File: src/rtl/alu_arbiter.sv
// Round-robin arbiter that time-shares one external ALU between two requesters.
// Each operation runs IDLE (accept) -> EXEC (ALU evaluates) -> RESP (held until the owner accepts).
module alu_arbiter #(
  parameter int XLEN = 64,
  parameter int SELW = 3
) (
  input  logic            clk,
  input  logic            rst,
  input  logic [1:0]      req_valid,
  output logic [1:0]      req_ready,
  input  logic [SELW-1:0] req_sel0,
  input  logic [SELW-1:0] req_sel1,
  input  logic [XLEN-1:0] req_a0,
  input  logic [XLEN-1:0] req_a1,
  input  logic [XLEN-1:0] req_b0,
  input  logic [XLEN-1:0] req_b1,
  input  logic            req_sub_sra0,
  input  logic            req_sub_sra1,
  output logic [1:0]      resp_valid,
  input  logic [1:0]      resp_ready,
  output logic [XLEN-1:0] resp_result,
  output logic [4:0]      resp_flags,
  output logic [SELW-1:0] alu_sel,
  output logic [XLEN-1:0] alu_a,
  output logic [XLEN-1:0] alu_b,
  output logic            alu_sub_sra,
  input  logic [XLEN-1:0] alu_result,
  input  logic [4:0]      alu_flags
);

  typedef enum logic [1:0] {IDLE, EXEC, RESP} state_t;

  state_t          state_q, state_d;
  logic            owner_q, owner_d;
  logic            rr_ptr_q, rr_ptr_d;
  logic [SELW-1:0] sel_q, sel_d;
  logic [XLEN-1:0] a_q, a_d;
  logic [XLEN-1:0] b_q, b_d;
  logic            sub_sra_q, sub_sra_d;
  logic [XLEN-1:0] result_q, result_d;
  logic [4:0]      flags_q, flags_d;
  logic [1:0]      grant;
  logic            accept;

  // A lone requester always wins; on contention rr_ptr names the preferred one.
  genvar gi;
  generate
    for (gi = 0; gi < 2; gi++) begin : g_grant
      assign grant[gi] = req_valid[gi] & (~req_valid[1-gi] | (rr_ptr_q == 1'(gi)));
    end
  endgenerate

  assign accept = (state_q == IDLE) & (|grant);

  // State register
  always_ff @(posedge clk or posedge rst) begin
    if (rst) begin
      state_q <= IDLE;
    end else begin
      state_q <= state_d;
    end
  end

  // Next-state logic
  always_comb begin
    state_d = state_q;
    case (state_q)
      IDLE:    if (|grant) state_d = EXEC;
      EXEC:    state_d = RESP;
      RESP:    if (resp_ready[owner_q]) state_d = IDLE;
      default: state_d = IDLE;
    endcase
  end

  // Output logic; req_ready is also masked while reset is held
  always_comb begin
    req_ready  = 2'b00;
    resp_valid = 2'b00;
    if (state_q == IDLE && !rst) req_ready = grant;
    if (state_q == RESP) resp_valid[owner_q] = 1'b1;
  end

  always_comb begin
    owner_d   = owner_q;
    rr_ptr_d  = rr_ptr_q;
    sel_d     = sel_q;
    a_d       = a_q;
    b_d       = b_q;
    sub_sra_d = sub_sra_q;
    result_d  = result_q;
    flags_d   = flags_q;
    if (accept) begin
      owner_d   = grant[1];
      rr_ptr_d  = ~grant[1];
      sel_d     = grant[1] ? req_sel1     : req_sel0;
      a_d       = grant[1] ? req_a1       : req_a0;
      b_d       = grant[1] ? req_b1       : req_b0;
      sub_sra_d = grant[1] ? req_sub_sra1 : req_sub_sra0;
    end
    if (state_q == EXEC) begin
      result_d = alu_result;
      flags_d  = alu_flags;
    end
  end

  always_ff @(posedge clk or posedge rst) begin
    if (rst) begin
      owner_q   <= 1'b0;
      rr_ptr_q  <= 1'b0;
      sel_q     <= '0;
      a_q       <= '0;
      b_q       <= '0;
      sub_sra_q <= 1'b0;
      result_q  <= '0;
      flags_q   <= '0;
    end else begin
      owner_q   <= owner_d;
      rr_ptr_q  <= rr_ptr_d;
      sel_q     <= sel_d;
      a_q       <= a_d;
      b_q       <= b_d;
      sub_sra_q <= sub_sra_d;
      result_q  <= result_d;
      flags_q   <= flags_d;
    end
  end

  assign alu_sel     = sel_q;
  assign alu_a       = a_q;
  assign alu_b       = b_q;
  assign alu_sub_sra = sub_sra_q;
  assign resp_result = result_q;
  assign resp_flags  = flags_q;

endmodule

File: config.mk
export PLATFORM = sky130hd
export DESIGN_NAME = alu_arbiter
export DESIGN_NICKNAME = d
export VERILOG_FILES = /design/src/rtl/alu_arbiter.sv
export SDC_FILE = /design/constraint.sdc
export NUM_CORES = 1
export LEC_CHECK = 0
export CAP_MARGIN = 25
export CELL_PAD_IN_SITES_DETAIL_PLACEMENT = 1
export CELL_PAD_IN_SITES_GLOBAL_PLACEMENT = 1
export CORE_AREA = 5 5 210 212
export CTS_BUF_LIST = sky130_fd_sc_hd__clkbuf_4 sky130_fd_sc_hd__clkbuf_8 sky130_fd_sc_hd__clkbuf_16
export CTS_CLUSTER_DIAMETER = 100
export CTS_CLUSTER_SIZE = 14
export DETAILED_ROUTE_END_ITERATION = 6
export DIE_AREA = 0 0 215 217
export PLACE_DENSITY_LB_ADDON = 0.1
export SLEW_MARGIN = 20
export SYNTH_ARGS = -nofsm -noshare
export SYNTH_HDL_FRONTEND = slang
export SYNTH_SLANG_ARGS = --single-unit
File: constraint.sdc
create_clock -name clk -period 19.57 [get_ports clk]
set_input_delay 1.957 -clock clk [delete_from_list [all_inputs] [get_ports clk]]
set_output_delay 1.957 -clock clk [all_outputs]
set_load 0.01 [all_outputs]
## Yosys cells after proc, flatten, opt, wreduce, memory -nomap -nowiden

Cells that the tools add are included.
Widths: inputs -> output; s select.

| storage, ports and cells | value |
|---|---|
| register bits | 205 |
| output and inout port bits | 205 |
| word-level logic and storage cells | 43 |

| operators by class | value |
|---|---|
| $lt $le $gt $ge | 2 |
| equal/unequal tests | 4 |
| multiplexer cells | 13 |
| bitwise gates (word level) | 9 |
| reductions and logical operators | 6 |

Operators with widths:

| operator | number |
|---|---|
| $mux 64 | 2 |
| $mux 2 | 4 |
| $pmux 2 s3 | 1 |
| $mux 1 | 4 |
| $ne 2x2->1 const B | 2 |
| $not 1->1 | 4 |
| $and 1x1->1 | 3 |
| $mux 3 | 1 |
| $eq 2x1->1 const B | 1 |
| $eq 2x2->1 const B | 1 |
| $logic_and 1x1->1 | 2 |
| $logic_not 2->1 | 1 |
| $lt 1x2->1 const B | 1 |
| $or 1x1->1 | 2 |
| $reduce_and 2->1 | 1 |
| $reduce_or 2->1 | 1 |
| $demux 1 s1 | 1 |
| $ge 1x1->1 const B | 1 |
| $logic_not 1->1 | 1 |

## Depth between registers and ports, before layout

| logic depth | value |
|---|---|
| depth after elaboration | 6 |
| mapped depth | 6 |
| mapped depth without buffers | 3 |

## Worst setup path before layout

No wires, ideal clock.

| timing | value |
|---|---|
| kind | input to output |
| start point | input req_valid[1] |
| end point | output req_ready[1] |
| data arrival time | 2.940 ns |
| required time | 17.613 ns |
| setup slack | 14.673 ns |
| cell stages on the path | 5 |
| buffers on the path | 3 |
| path through | buf_2 buf_2 buf_2 nand2_1 nor3_1 |

| on the way | value |
|---|---|
| longest elaborated chain between the ends | 2 |

RTL lines:

| item | line | source |
|---|---|---|
| from (decl) | 9 | `input logic [1:0] req_valid,` |
| $and 1x1->1 | 49 | `assign grant[gi] = req_valid[gi] & (~req_valid[1-gi] \| (rr_ptr_q == 1'(gi)));` |
| $mux 2 | 79 | `if (state_q == IDLE && !rst) req_ready = grant;` |
| to (decl) | 10 | `output logic [1:0] req_ready,` |

Every way passes these cells.

## Final worst setup path

| timing | value |
|---|---|
| start point | input req_valid[0] |
| end point | output req_ready[1] |

| on the way | value |
|---|---|
| longest elaborated chain between the ends | 4 |

RTL lines:

| item | line |
|---|---|
| $not 1->1 | 49 |
| $or 1x1->1 | 49 |
| $and 1x1->1 | 49 |
| $mux 2 | 79 |

Every way passes these cells.

==> results.md <==
- Clock Latency Late Sink: 0.50 ns
- Syn nets: about 1100
- Simple-gate share of the synthesized area: 0.01099
- CP required: 17.61 ns
- CTS clk-pin slew, worst paths: 0.07 ns
- PD cells: ~150 mW/mm2
- Routed length per instance: 27.28 um
- TritonCTS Buffers: 18
- Num rows: 75
- FILL cells: between 4000 and 5000
- Post-CTS resize count: 0
- Clk sinks: 205
- GRT Util Overall: 0.2014
- Final setup vio count: 0
- Final core occ: 0.3794
- First-pass GRT wire length: 72390 um
- Hpwl dp: 33990 um
- Hold Buf Count CTS: 0
- Worst Setup Path Type: primary input to output port
- Final setup margin: 13.32 ns
- Slew Viols, Final: 0
- Worst Hold Class: register to register
- RSZ-0062 raised after global routing: no
- Yosys cell types: 23
- Max-cap check violation count: 0
- Placement Setup Slack: around 13 ns
- Clock skew: 0.01689 ns
- Top cell type's share of synthesized area: 0.5366
- Buffers added on ports: approximately 540
- H-tree Lvls: 1
- Postcts setup bufs: 0
- Post-route ant nets: 0
- Die area: between 0.04 and 0.05 mm2
- Initial antenna violation count: 20
- GRT Residual Overflow: 0
- Ports: ~540
- Final Hold Viols: 0
- Yosys warning total: 0
- Synth Register Bits: about 210
- Largest area contributor in the netlist: dfrtp_1
- Period Utilization, post-route: 0.3191
- Post-Route WL: 49700 um
- Synth Area in Compound Gates: 0.3133
- Clock Path Buffers: 3
- CP Capture Type: output port
- Drt via density: slightly above 5
- Largest family of logic cells by synthesized area: compound AO/OA/AOI/OAI gates
- Mux share of post-synthesis cell area: 0.08245
- Status: complete, no violations
- Final net count: approximately 1600
- Die Y-Extent: 217 um
- Seq/Total Area, Yosys: 0.5366
- Die W: 215 um
- Cells after Synth: 802
- Area share of xor/xnor cells in the synthesized design: 0
- Total negative slack: 0 ns
- Max Clk Rate: roughly 160 MHz
- Slew @ Worst Pin: 1.064 ns
- Crit-path max FO: 62
- Clock Root Buffer: clkbuf_16
- Vias in the first global route: 10210
- Pleak: 0.005843 uW
- Detailed Routing Iterations Pass 1: 4
- RD Place Congestion: 0.7811
- Placed Instance Area: approximately 0.015 mm2
- Synth top area cells: dfrtp_1 54%, a2bb2oi_1 12%, a311oi_1 12%, mux2_2 8.2%, o21ai_0 6.4%
- Core footprint: 0.04176 mm2
- CTS tree: done
- Initial Utilization: 0.2289
- Slew HR: 0.2910
- Share of post-route cells with drive strength above 1: 0.08969
- Avg Cell Area, Syn: 11.92 um2
- Critical path arrival: between 4 and 5 ns
- Fin crit period: 6.245 ns
- Largest net degree at the start of global routing: 90
- DRC viols: 0
- Area grow syn2layout: 65.71%
- Crit start category: primary input
- Total Power: 2449 uW
- Adder-Cell Fraction of Synth Area: 0
- Finished layout cell area: 0.01584 mm2
- First DRT Iteration DRCs: 561
- Netlist Area Pre-Place: around 0.0096 mm2
- Via count: 9350
- Peak supply drop: 99.38 uV
## final timing paths
check / depth (start not counted) / endpoint / startpoint / slack, ns
max: 5 / req_ready[1] / req_valid[0] / 13.32
min: 1 / resp_result[15] / resp_result[15] / 0.51
max reg2reg: 5 / alu_a[46] / state_q[0] / 16.50
min reg2reg: 1 / resp_result[15] / resp_result[15] / 0.51
max in group asynchronous: 3 / alu_b[50] / rst / 16.27
min in group asynchronous: 2 / resp_result[49] / rst / 2.03
## registers in the layout, summed over array words and instances, names as in the netlist
| register | count |
|---|---|
| rr_ptr_q | 1 |
| resp_flags | 5 |
| alu_b | 64 |
| owner_q | 1 |
| state_q | 2 |
| alu_a | 64 |
| alu_sub_sra | 1 |
| alu_sel | 3 |
| resp_result | 64 |
## stage by stage
step | std cells | hold slack [ns]
finish | 1822 | 0.5051
global route | 1819 | 0.5106
CTS | 1808 | 0.5080
detailed placement | 1787 | 0.4938
global placement | 1786 | 0.4874
floorplan | 802 | 0.4857
## worst max-delay path, cell delays in order
cell             delay, ns
clkdlybuf4s50_1       0.62
nand2b_4              0.67
nand2_1               0.21
nor3_1                0.23
clkdlybuf4s50_1       0.59
## kinds of logic (layout without fill, tap and decap cells)
logic type / count (synthesis) / after routing
and+or+nand+nor: 15 / 15
buffers and inverters: 112 / 581
other: 0 / 12
DFF: 205 / 205
AOI/OAI and AO/OA: 400 / 400
muxes: 70 / 70
## synthesized netlist by cell type
cell	count
o21ai_1	10
nor3_1	2
inv_2	1
nor2_8	2
buf_1	7
o21ai_0	123
nand2_1	3
a2bb2oi_1	132
nor2_1	3
buf_4	3
or2_1	1
a31oi_1	1
a311oi_1	132
a21oi_1	1
dfrtp_1	205
nand2b_1	3
inv_1	2
buf_2	28
clkbuf_1	61
mux2_2	70
o22ai_1	1
and2b_1	1
buf_6	10
## routing by layer
metal,up-vias,share of wire,global-route usage
li1,4139,-,-
met1,4756,0.39,0.2402
met2,361,0.48,0.3285
met3,72,0.11,0.09172
met4,22,0.023,0.05995
met5,-,0.0026,0
## area by class of cell
cell class                 count  area [um2]  share of cell area
sequential                   205        5130              0.3238
tap                          539       674.4             0.04257
clock inverter                 1       5.005           0.0003159
clock buffer                  20       489.2             0.03088
antenna                       12       30.03            0.001895
multi-input combinational    485        3904              0.2464
inverter                       3       20.02            0.001264
timing repair buffer         557        5590              0.3529
## report_power, final
group	internal (uW)	leakage, uW	total (uW)	switching (uW)
registers	643	0.00233	765	121
clock network	176	0.000245	344	168
logic	735	0.00327	1340	605
total	1550	0.00584	2450	894
## cells in the final DEF, fill, tap and decap left out, types with 2 or more instances in the layout
cell type,n
a311oi_1,132
nand2_1,3
clkdlybuf4s50_1,542
nor2_8,2
clkinv_2,2
dfrtp_1,205
a2bb2oi_1,132
buf_4,12
o21ai_1,10
nor3_1,2
clkbuf_16,19
buf_16,2
nor2_1,3
diode_2,12
o21ai_0,123
mux2_2,70
(Power assumes the default switching activity.)
